## src/rtl/alu_arbiter_if.sv

```systemverilog
// Request, ALU and response signals between the two requesters, the external ALU and the arbiter.
// The slave modport is the arbiter. The master modport is the requesters, the ALU and the response consumer.
interface alu_arbiter_if #(
    parameter int DATA_WIDTH    = 32,
    parameter int OPCODE_LENGTH = 4
);
    logic                     req0_valid;
    logic                     req0_ready;
    logic [DATA_WIDTH-1:0]    req0_src_a;
    logic [DATA_WIDTH-1:0]    req0_src_b;
    logic [OPCODE_LENGTH-1:0] req0_op;

    logic                     req1_valid;
    logic                     req1_ready;
    logic [DATA_WIDTH-1:0]    req1_src_a;
    logic [DATA_WIDTH-1:0]    req1_src_b;
    logic [OPCODE_LENGTH-1:0] req1_op;

    logic [DATA_WIDTH-1:0]    alu_src_a;
    logic [DATA_WIDTH-1:0]    alu_src_b;
    logic [OPCODE_LENGTH-1:0] alu_op;
    logic [DATA_WIDTH-1:0]    alu_result;
    logic                     alu_zero;

    logic                     resp_valid;
    logic                     resp_ready;
    logic                     resp_id;
    logic [DATA_WIDTH-1:0]    resp_result;
    logic                     resp_zero;

    modport slave (
        input  req0_valid, req0_src_a, req0_src_b, req0_op,
        output req0_ready,
        input  req1_valid, req1_src_a, req1_src_b, req1_op,
        output req1_ready,
        output alu_src_a, alu_src_b, alu_op,
        input  alu_result, alu_zero,
        output resp_valid, resp_id, resp_result, resp_zero,
        input  resp_ready
    );

    modport master (
        output req0_valid, req0_src_a, req0_src_b, req0_op,
        input  req0_ready,
        output req1_valid, req1_src_a, req1_src_b, req1_op,
        input  req1_ready,
        input  alu_src_a, alu_src_b, alu_op,
        output alu_result, alu_zero,
        input  resp_valid, resp_id, resp_result, resp_zero,
        output resp_ready
    );
endinterface

```

## src/rtl/alu_arbiter.sv

```systemverilog
// Shares one external ALU between two valid/ready requesters. Results land in a one-entry response buffer tagged with the requester ID, one cycle after accept.
// Ties are round-robin. Defining ALU_ARB_FIXED_PRIO_EN gives fixed priority instead, where requester 0 always wins.
module alu_arbiter #(
    parameter int DATA_WIDTH    = 32,
    parameter int OPCODE_LENGTH = 4
) (
    input logic          clk,
    input logic          reset,
    alu_arbiter_if.slave bus
);
    typedef enum logic {EMPTY, FULL} buf_state_t;

    buf_state_t            state;
    buf_state_t            state_nxt;
    logic                  gnt_vld;
    logic                  gnt_id;
    logic                  can_accept;
    logic                  accept;
    logic [DATA_WIDTH-1:0] result_q;
    logic                  zero_q;
    logic                  id_q;

`ifdef ALU_ARB_FIXED_PRIO_EN
    always_comb begin
        gnt_vld = bus.req0_valid | bus.req1_valid;
        gnt_id  = ~bus.req0_valid;
    end
`else
    logic last_grant;

    always_comb begin
        gnt_vld = bus.req0_valid | bus.req1_valid;
        if (bus.req0_valid && bus.req1_valid)
            gnt_id = ~last_grant;
        else
            gnt_id = ~bus.req0_valid;
    end

    // Priority rotates only on a real accept, never on a grant stalled by backpressure.
    always_ff @(posedge clk) begin
        if (reset)
            last_grant <= 1'b1;
        else if (accept)
            last_grant <= gnt_id;
    end
`endif

    assign can_accept     = (state == EMPTY) | bus.resp_ready;
    assign accept         = gnt_vld & can_accept & ~reset;
    assign bus.req0_ready = accept & ~gnt_id;
    assign bus.req1_ready = accept & gnt_id;

    // The ALU sees the granted operands even while the buffer is stalled.
    always_comb begin
        bus.alu_src_a = '0;
        bus.alu_src_b = '0;
        bus.alu_op    = '0;
        if (gnt_vld) begin
            if (gnt_id) begin
                bus.alu_src_a = bus.req1_src_a;
                bus.alu_src_b = bus.req1_src_b;
                bus.alu_op    = bus.req1_op;
            end else begin
                bus.alu_src_a = bus.req0_src_a;
                bus.alu_src_b = bus.req0_src_b;
                bus.alu_op    = bus.req0_op;
            end
        end
    end

    always_ff @(posedge clk) begin
        if (reset)
            state <= EMPTY;
        else
            state <= state_nxt;
    end

    always_comb begin
        state_nxt = state;
        case (state)
            EMPTY: if (accept) state_nxt = FULL;
            FULL:  if (bus.resp_ready && !accept) state_nxt = EMPTY;
            default: state_nxt = EMPTY;
        endcase
    end

    always_ff @(posedge clk) begin
        if (reset) begin
            result_q <= '0;
            zero_q   <= 1'b0;
            id_q     <= 1'b0;
        end else if (accept) begin
            result_q <= bus.alu_result;
            zero_q   <= bus.alu_zero;
            id_q     <= gnt_id;
        end
    end

    assign bus.resp_valid  = (state == FULL);
    assign bus.resp_result = result_q;
    assign bus.resp_zero   = zero_q;
    assign bus.resp_id     = id_q;
endmodule

```

## src/flat_wrapper.sv

```systemverilog
// flat-port wrapper written by rule: the top's interface ports become plain ports
module alu_arbiter_flat 
#(
    parameter int DATA_WIDTH    = 32,
    parameter int OPCODE_LENGTH = 4
)
  (clk, reset, bus_req0_valid, bus_req0_src_a, bus_req0_src_b, bus_req0_op, bus_req0_ready, bus_req1_valid, bus_req1_src_a, bus_req1_src_b, bus_req1_op, bus_req1_ready, bus_alu_src_a, bus_alu_src_b, bus_alu_op, bus_alu_result, bus_alu_zero, bus_resp_valid, bus_resp_id, bus_resp_result, bus_resp_zero, bus_resp_ready);
  alu_arbiter_if #(.DATA_WIDTH(DATA_WIDTH), .OPCODE_LENGTH(OPCODE_LENGTH)) bus_i ();
  input logic clk;
  input logic reset;
  input wire logic [$bits(bus_i.req0_valid)-1:0] bus_req0_valid;
  input wire logic [$bits(bus_i.req0_src_a)-1:0] bus_req0_src_a;
  input wire logic [$bits(bus_i.req0_src_b)-1:0] bus_req0_src_b;
  input wire logic [$bits(bus_i.req0_op)-1:0] bus_req0_op;
  output wire logic [$bits(bus_i.req0_ready)-1:0] bus_req0_ready;
  input wire logic [$bits(bus_i.req1_valid)-1:0] bus_req1_valid;
  input wire logic [$bits(bus_i.req1_src_a)-1:0] bus_req1_src_a;
  input wire logic [$bits(bus_i.req1_src_b)-1:0] bus_req1_src_b;
  input wire logic [$bits(bus_i.req1_op)-1:0] bus_req1_op;
  output wire logic [$bits(bus_i.req1_ready)-1:0] bus_req1_ready;
  output wire logic [$bits(bus_i.alu_src_a)-1:0] bus_alu_src_a;
  output wire logic [$bits(bus_i.alu_src_b)-1:0] bus_alu_src_b;
  output wire logic [$bits(bus_i.alu_op)-1:0] bus_alu_op;
  input wire logic [$bits(bus_i.alu_result)-1:0] bus_alu_result;
  input wire logic [$bits(bus_i.alu_zero)-1:0] bus_alu_zero;
  output wire logic [$bits(bus_i.resp_valid)-1:0] bus_resp_valid;
  output wire logic [$bits(bus_i.resp_id)-1:0] bus_resp_id;
  output wire logic [$bits(bus_i.resp_result)-1:0] bus_resp_result;
  output wire logic [$bits(bus_i.resp_zero)-1:0] bus_resp_zero;
  input wire logic [$bits(bus_i.resp_ready)-1:0] bus_resp_ready;
  assign bus_i.req0_valid = bus_req0_valid;
  assign bus_i.req0_src_a = bus_req0_src_a;
  assign bus_i.req0_src_b = bus_req0_src_b;
  assign bus_i.req0_op = bus_req0_op;
  assign bus_req0_ready = bus_i.req0_ready;
  assign bus_i.req1_valid = bus_req1_valid;
  assign bus_i.req1_src_a = bus_req1_src_a;
  assign bus_i.req1_src_b = bus_req1_src_b;
  assign bus_i.req1_op = bus_req1_op;
  assign bus_req1_ready = bus_i.req1_ready;
  assign bus_alu_src_a = bus_i.alu_src_a;
  assign bus_alu_src_b = bus_i.alu_src_b;
  assign bus_alu_op = bus_i.alu_op;
  assign bus_i.alu_result = bus_alu_result;
  assign bus_i.alu_zero = bus_alu_zero;
  assign bus_resp_valid = bus_i.resp_valid;
  assign bus_resp_id = bus_i.resp_id;
  assign bus_resp_result = bus_i.resp_result;
  assign bus_resp_zero = bus_i.resp_zero;
  assign bus_i.resp_ready = bus_resp_ready;
  alu_arbiter #(.DATA_WIDTH(DATA_WIDTH), .OPCODE_LENGTH(OPCODE_LENGTH)) u_core (.clk(clk), .reset(reset), .bus(bus_i));
endmodule
```

## config.mk

```make
export PLATFORM = sky130hd
export DESIGN_NAME = alu_arbiter_flat
export DESIGN_NICKNAME = d
export VERILOG_FILES = /design/src/rtl/alu_arbiter_if.sv /design/src/rtl/alu_arbiter.sv /design/src/flat_wrapper.sv
export SDC_FILE = /design/constraint.sdc
export NUM_CORES = 1
export LEC_CHECK = 0
export ABC_AREA = 0
export CAP_MARGIN = 20
export CORE_AREA = 2 2 108 110
export DETAILED_ROUTE_END_ITERATION = 8
export DIE_AREA = 0 0 110 112
export GPL_TIMING_DRIVEN = 0
export PLACE_DENSITY = 0.69
export SKIP_CTS_REPAIR_TIMING = 1
export SLEW_MARGIN = 30
export SYNTH_ARGS = -nofsm -noshare
export SYNTH_HDL_FRONTEND = slang
export SYNTH_SLANG_ARGS = --single-unit
```

## constraint.sdc

```tcl
create_clock -name clk -period 1.95 [get_ports clk]
set_clock_uncertainty 0.05 [all_clocks]
set_input_delay 0.39 -clock clk [delete_from_list [all_inputs] [get_ports clk]]
set_output_delay 0.39 -clock clk [all_outputs]
set_load 0.005 [all_outputs]
```

==> results.py <==
metrics = {
    "sta": {
        "clock.fmax_mhz": 480,
        "layout_setup_ws_ns": -0.132,
        "grt_setup_unrepaired": "true",
        "hold_violations": 0,
        "finalWorstPathRequiredPeriod_ns": 2.08,
        "setup_total_negative_slack_ns": -3.59,
        "slew_headroom_pct": 67.9,
        "final_min_period_over_clock_period_pct": 107,
        "holdWs_ns": 0.428,
        "timing_worst_slew_pin_value_ns": 0.481,
        "setup_viol_count_final": 66,
        "report.final.slew_viol_count": 0,
    },
    "drt": {
        "drt-pass1-iter-count": 4,
        "drt_drc_violations_left": 0,
        "route.vias.total": 4112,
        "routed_wire_length_per_instance_um": 16.9,
        "routed_via_density": 4.89,
        "drt-total-wl_mm": 14.3,
        "detail_route.iter0.violations": 240,
        "ant_nets": 0,
    },
    "critical_path": {
        "worst-endpoint-required_ns": 1.51,
        "cpMaxStageDelayCell": "sky130_fd_sc_hd__dfxtp_2",
        "timing.critical_path.depth": 7,
        "worst_ep_arrival_time_ns": 1.64,
        "critical_path.n_buffers_inverters": 4,
        "timing.critical_path.fanout_max": 6,
        "critPathLaunchType": "flip-flop",
        "timing.critical_path.slowest_cell_delay_ns": 0.33,
        "setup.worst_path.class": "reg -> out",
        "rr_worst_depth": 4,
        "path_cells": "nand2b_4 > buf_8 > and2_4 > buf_12 > clkbuf_16 > o21ai_2 > buf_2",
        "setup.worst_path.end_class": "output port",
        "cpLargestDelayFamily": "buffers and inverters",
    },
    "hold_path": {
        "timing.hold.worst.class": "reg -> reg",
        "min_delay_path_depth": 2,
    },
    "placed_design": {
        "placed_cell_count": 822,
        "dp_hpwl_mm": 11.1,
        "numPortBuffers": 275,
        "gp_routability_congestion": 0.816,
        "dpl-instance-area_mm2": 0.00556,
        "dp_worst_setup_slack_ns": -0.577,
    },
    "logic_synthesis": {
        "simple_gate_share_of_the_synthesized_area_pct": 34.1,
        "synth.net_count": 578,
        "synth_cells": 404,
        "count_of_state_elements_after_synthesis": 36,
        "yosys_warnings": 0,
        "synth.area.mux_share_pct": 0,
        "synth_top_family_by_area": "simple AND/OR/NAND/NOR gates",
        "postSynthAreaPerCell_um2": 6.50,
        "seq_area_frac_synth_pct": 27.4,
        "synth_area_mm2": 0.00263,
        "yosys_cell_types": 20,
        "synth_compound_gate_area_share_pct": 29.5,
        "share_of_synthesized_cell_area_in_full_adder_half_adder_and_majority_cells_pct": 0,
        "fraction_of_synthesized_cell_area_in_xor_and_xnor_cells_pct": 0,
    },
    "power_and_ir_drop": {
        "p_leak_nw": 2.57,
        "peakVddDrop_mv": 0.459,
        "combinationalPowerShare_pct": 40.9,
        "sw_frac_of_total_pct": 27.9,
        "total_switching_power_mw": 0.811,
        "power-per-cell-area_mw_per_mm2": 492,
        "totalPowerFinal_mw": 2.91,
        "power_frac_clock_pct": 31.0,
        "share_seq_of_total_power_pct": 28.1,
        "internal_pwr_total_mw": 2.10,
    },
    "floorplanning": {
        "ios": 279,
        "rows": 39,
        "floorplan.initialDensity_pct": 23.5,
        "die_y_um": 112,
        "floorplan.die.width_um": 110,
        "die-area_mm2": 0.0123,
        "core-area_mm2": 0.0112,
    },
    "layout": {
        "drive_gt1_share_pct": 21.2,
        "final_instance_count_without_filler_cells": 841,
        "share_of_the_core_filled_with_cells_in_the_final_layout_pct": 52.8,
        "finish.net_count": 870,
        "layout.cell_area.non_filler_mm2": 0.00591,
        "area_growth_syn_to_layout_pct": 125,
    },
    "global_route": {
        "grt_max_degree": 13,
        "via_count_of_the_first_global_routing_pass": 4182,
        "grt.total_usage_pct": 21.6,
        "grt_overflow_total": 0,
        "grt_pass1_wl_mm": 21.0,
        "number_of_antenna_violations_at_the_first_check_in_global_routing": 1,
    },
    "cts": {
        "clock_tree_from_tritoncts": "yes",
        "cts_root_buffer": "sky130_fd_sc_hd__clkbuf_16",
        "cts-buffers-inserted": 5,
        "cts_num_sinks": 36,
        "insertion_delay_ns": 0.28,
        "clockBufferDepth": 2,
        "ctsHtreeMaxLevel": 2,
        "worst_setup_hold_path_clk_slew_ns": 0.05,
    },
    "run": {
        "max_cap_viol_count": 0,
    },
    "status": {
        "violations": "setup timing",
        "run_status": "finished, violations left",
    },
}
worst register-to-register path: cells and delay by family, from the launching register on:
family | cells | cell delay, ns
buffers and inverters | 1 | 0.38
DFF | 1 | 0.39
and+or+nand+nor | 1 | 0.44
AOI/OAI and AO/OA | 2 | 0.34
cell type report:
cell class                      instances  area, µm²
Multi-Input combinational cell        318       1830
Inverter                                1       3.75
Tap cell                              143        179
Clock inverter                          3       42.5
Timing Repair Buffer                  285       2690
Antenna cell                            1       2.50
Sequential cell                        36        722
Fill cell                            1109       5270
Buffer                                 49        312
Clock buffer                            5        125
sequential cells by signal, summed over array words and instances, names as in the netlist:
name	cells
u_core.bus.resp_valid	1
u_core.bus.resp_id	1
u_core.bus.resp_zero	1
u_core.bus.resp_result	32
u_core.last_grant	1
power by group through the flow:
stage	clock network, mW	registers, mW	logic, mW
floorplan	0	0.829	0.363
global placement	0	0.826	1.15
detailed placement	0	0.829	1.16
CTS	0.915	0.814	1.17
global route	0.942	0.821	1.28
finish	0.903	0.816	1.19
kinds of logic (layout without fill, tap and decap cells):
logic type / count (synthesis) / after routing
other: 0 / 1
AOI/OAI and AO/OA: 139 / 139
DFF: 36 / 36
buffers and inverters: 50 / 343
and+or+nand+nor: 179 / 179
routing by layer:
layer | vias up | GRT usage [%] | wire length [µm]
met2 | 185 | 39.2 | 7400
li1 | 2007 | - | -
met3 | 23 | 4.63 | 1060
met5 | - | 0 | 0
met4 | 0 | 7.51 | 369
met1 | 1897 | 24.3 | 5430
cells in the final DEF (no fill, tap or decap), types with 2 or more instances in the layout:
cell and n:
sky130_fd_sc_hd__nand2_1 69, sky130_fd_sc_hd__o21ai_0 38, sky130_fd_sc_hd__o21ai_1 18, sky130_fd_sc_hd__buf_12 5, sky130_fd_sc_hd__clkbuf_2 28, sky130_fd_sc_hd__o21ai_2 40, sky130_fd_sc_hd__buf_6 2, sky130_fd_sc_hd__nand2b_4 2
sky130_fd_sc_hd__a21oi_1 35, sky130_fd_sc_hd__dfxtp_1 35, sky130_fd_sc_hd__clkbuf_4 4, sky130_fd_sc_hd__o21ai_4 6, sky130_fd_sc_hd__nand3b_1 33, sky130_fd_sc_hd__buf_1 3, sky130_fd_sc_hd__nand3_1 69, sky130_fd_sc_hd__clkbuf_16 8
sky130_fd_sc_hd__clkdlybuf4s50_1 204, sky130_fd_sc_hd__nor2_1 3, sky130_fd_sc_hd__clkbuf_1 20, sky130_fd_sc_hd__dlymetal6s2s_1 18, sky130_fd_sc_hd__buf_8 2, sky130_fd_sc_hd__buf_4 8, sky130_fd_sc_hd__buf_2 37
Yosys cell counts, drive strengths merged:
cell type    n  area share, %
a21o         1           0.29
a21oi       35            6.7
and2         1           0.33
buf         17            4.0
clkbuf      32            4.9
dfxtp       36             27
inv          1           0.14
nand2       69            9.9
nand2b       2           0.48
nand3       70             13
nand3b      33            9.4
nor2         3           0.43
nor2b        1           0.24
o21ai      102             22
o21bai       1           0.29
worst paths after layout:
path / end / from / slack [ns]
worst min-delay path: u_core.bus.resp_result[25]$_SDFFE_PP0P_ / u_core.bus.resp_result[25]$_SDFFE_PP0P_ / 0.43
worst max-delay path: bus_alu_src_b[22] / u_core.last_grant$_SDFFE_PP1P_ / -0.13
worst min register to register: u_core.bus.resp_result[25]$_SDFFE_PP0P_ / u_core.bus.resp_result[25]$_SDFFE_PP0P_ / 0.43
worst max register to register: u_core.bus.resp_result[13]$_SDFFE_PP0P_ / u_core.bus.resp_valid$_SDFF_PP0_ / 0.27
Note: power is estimated with default switching activity, not from simulation.
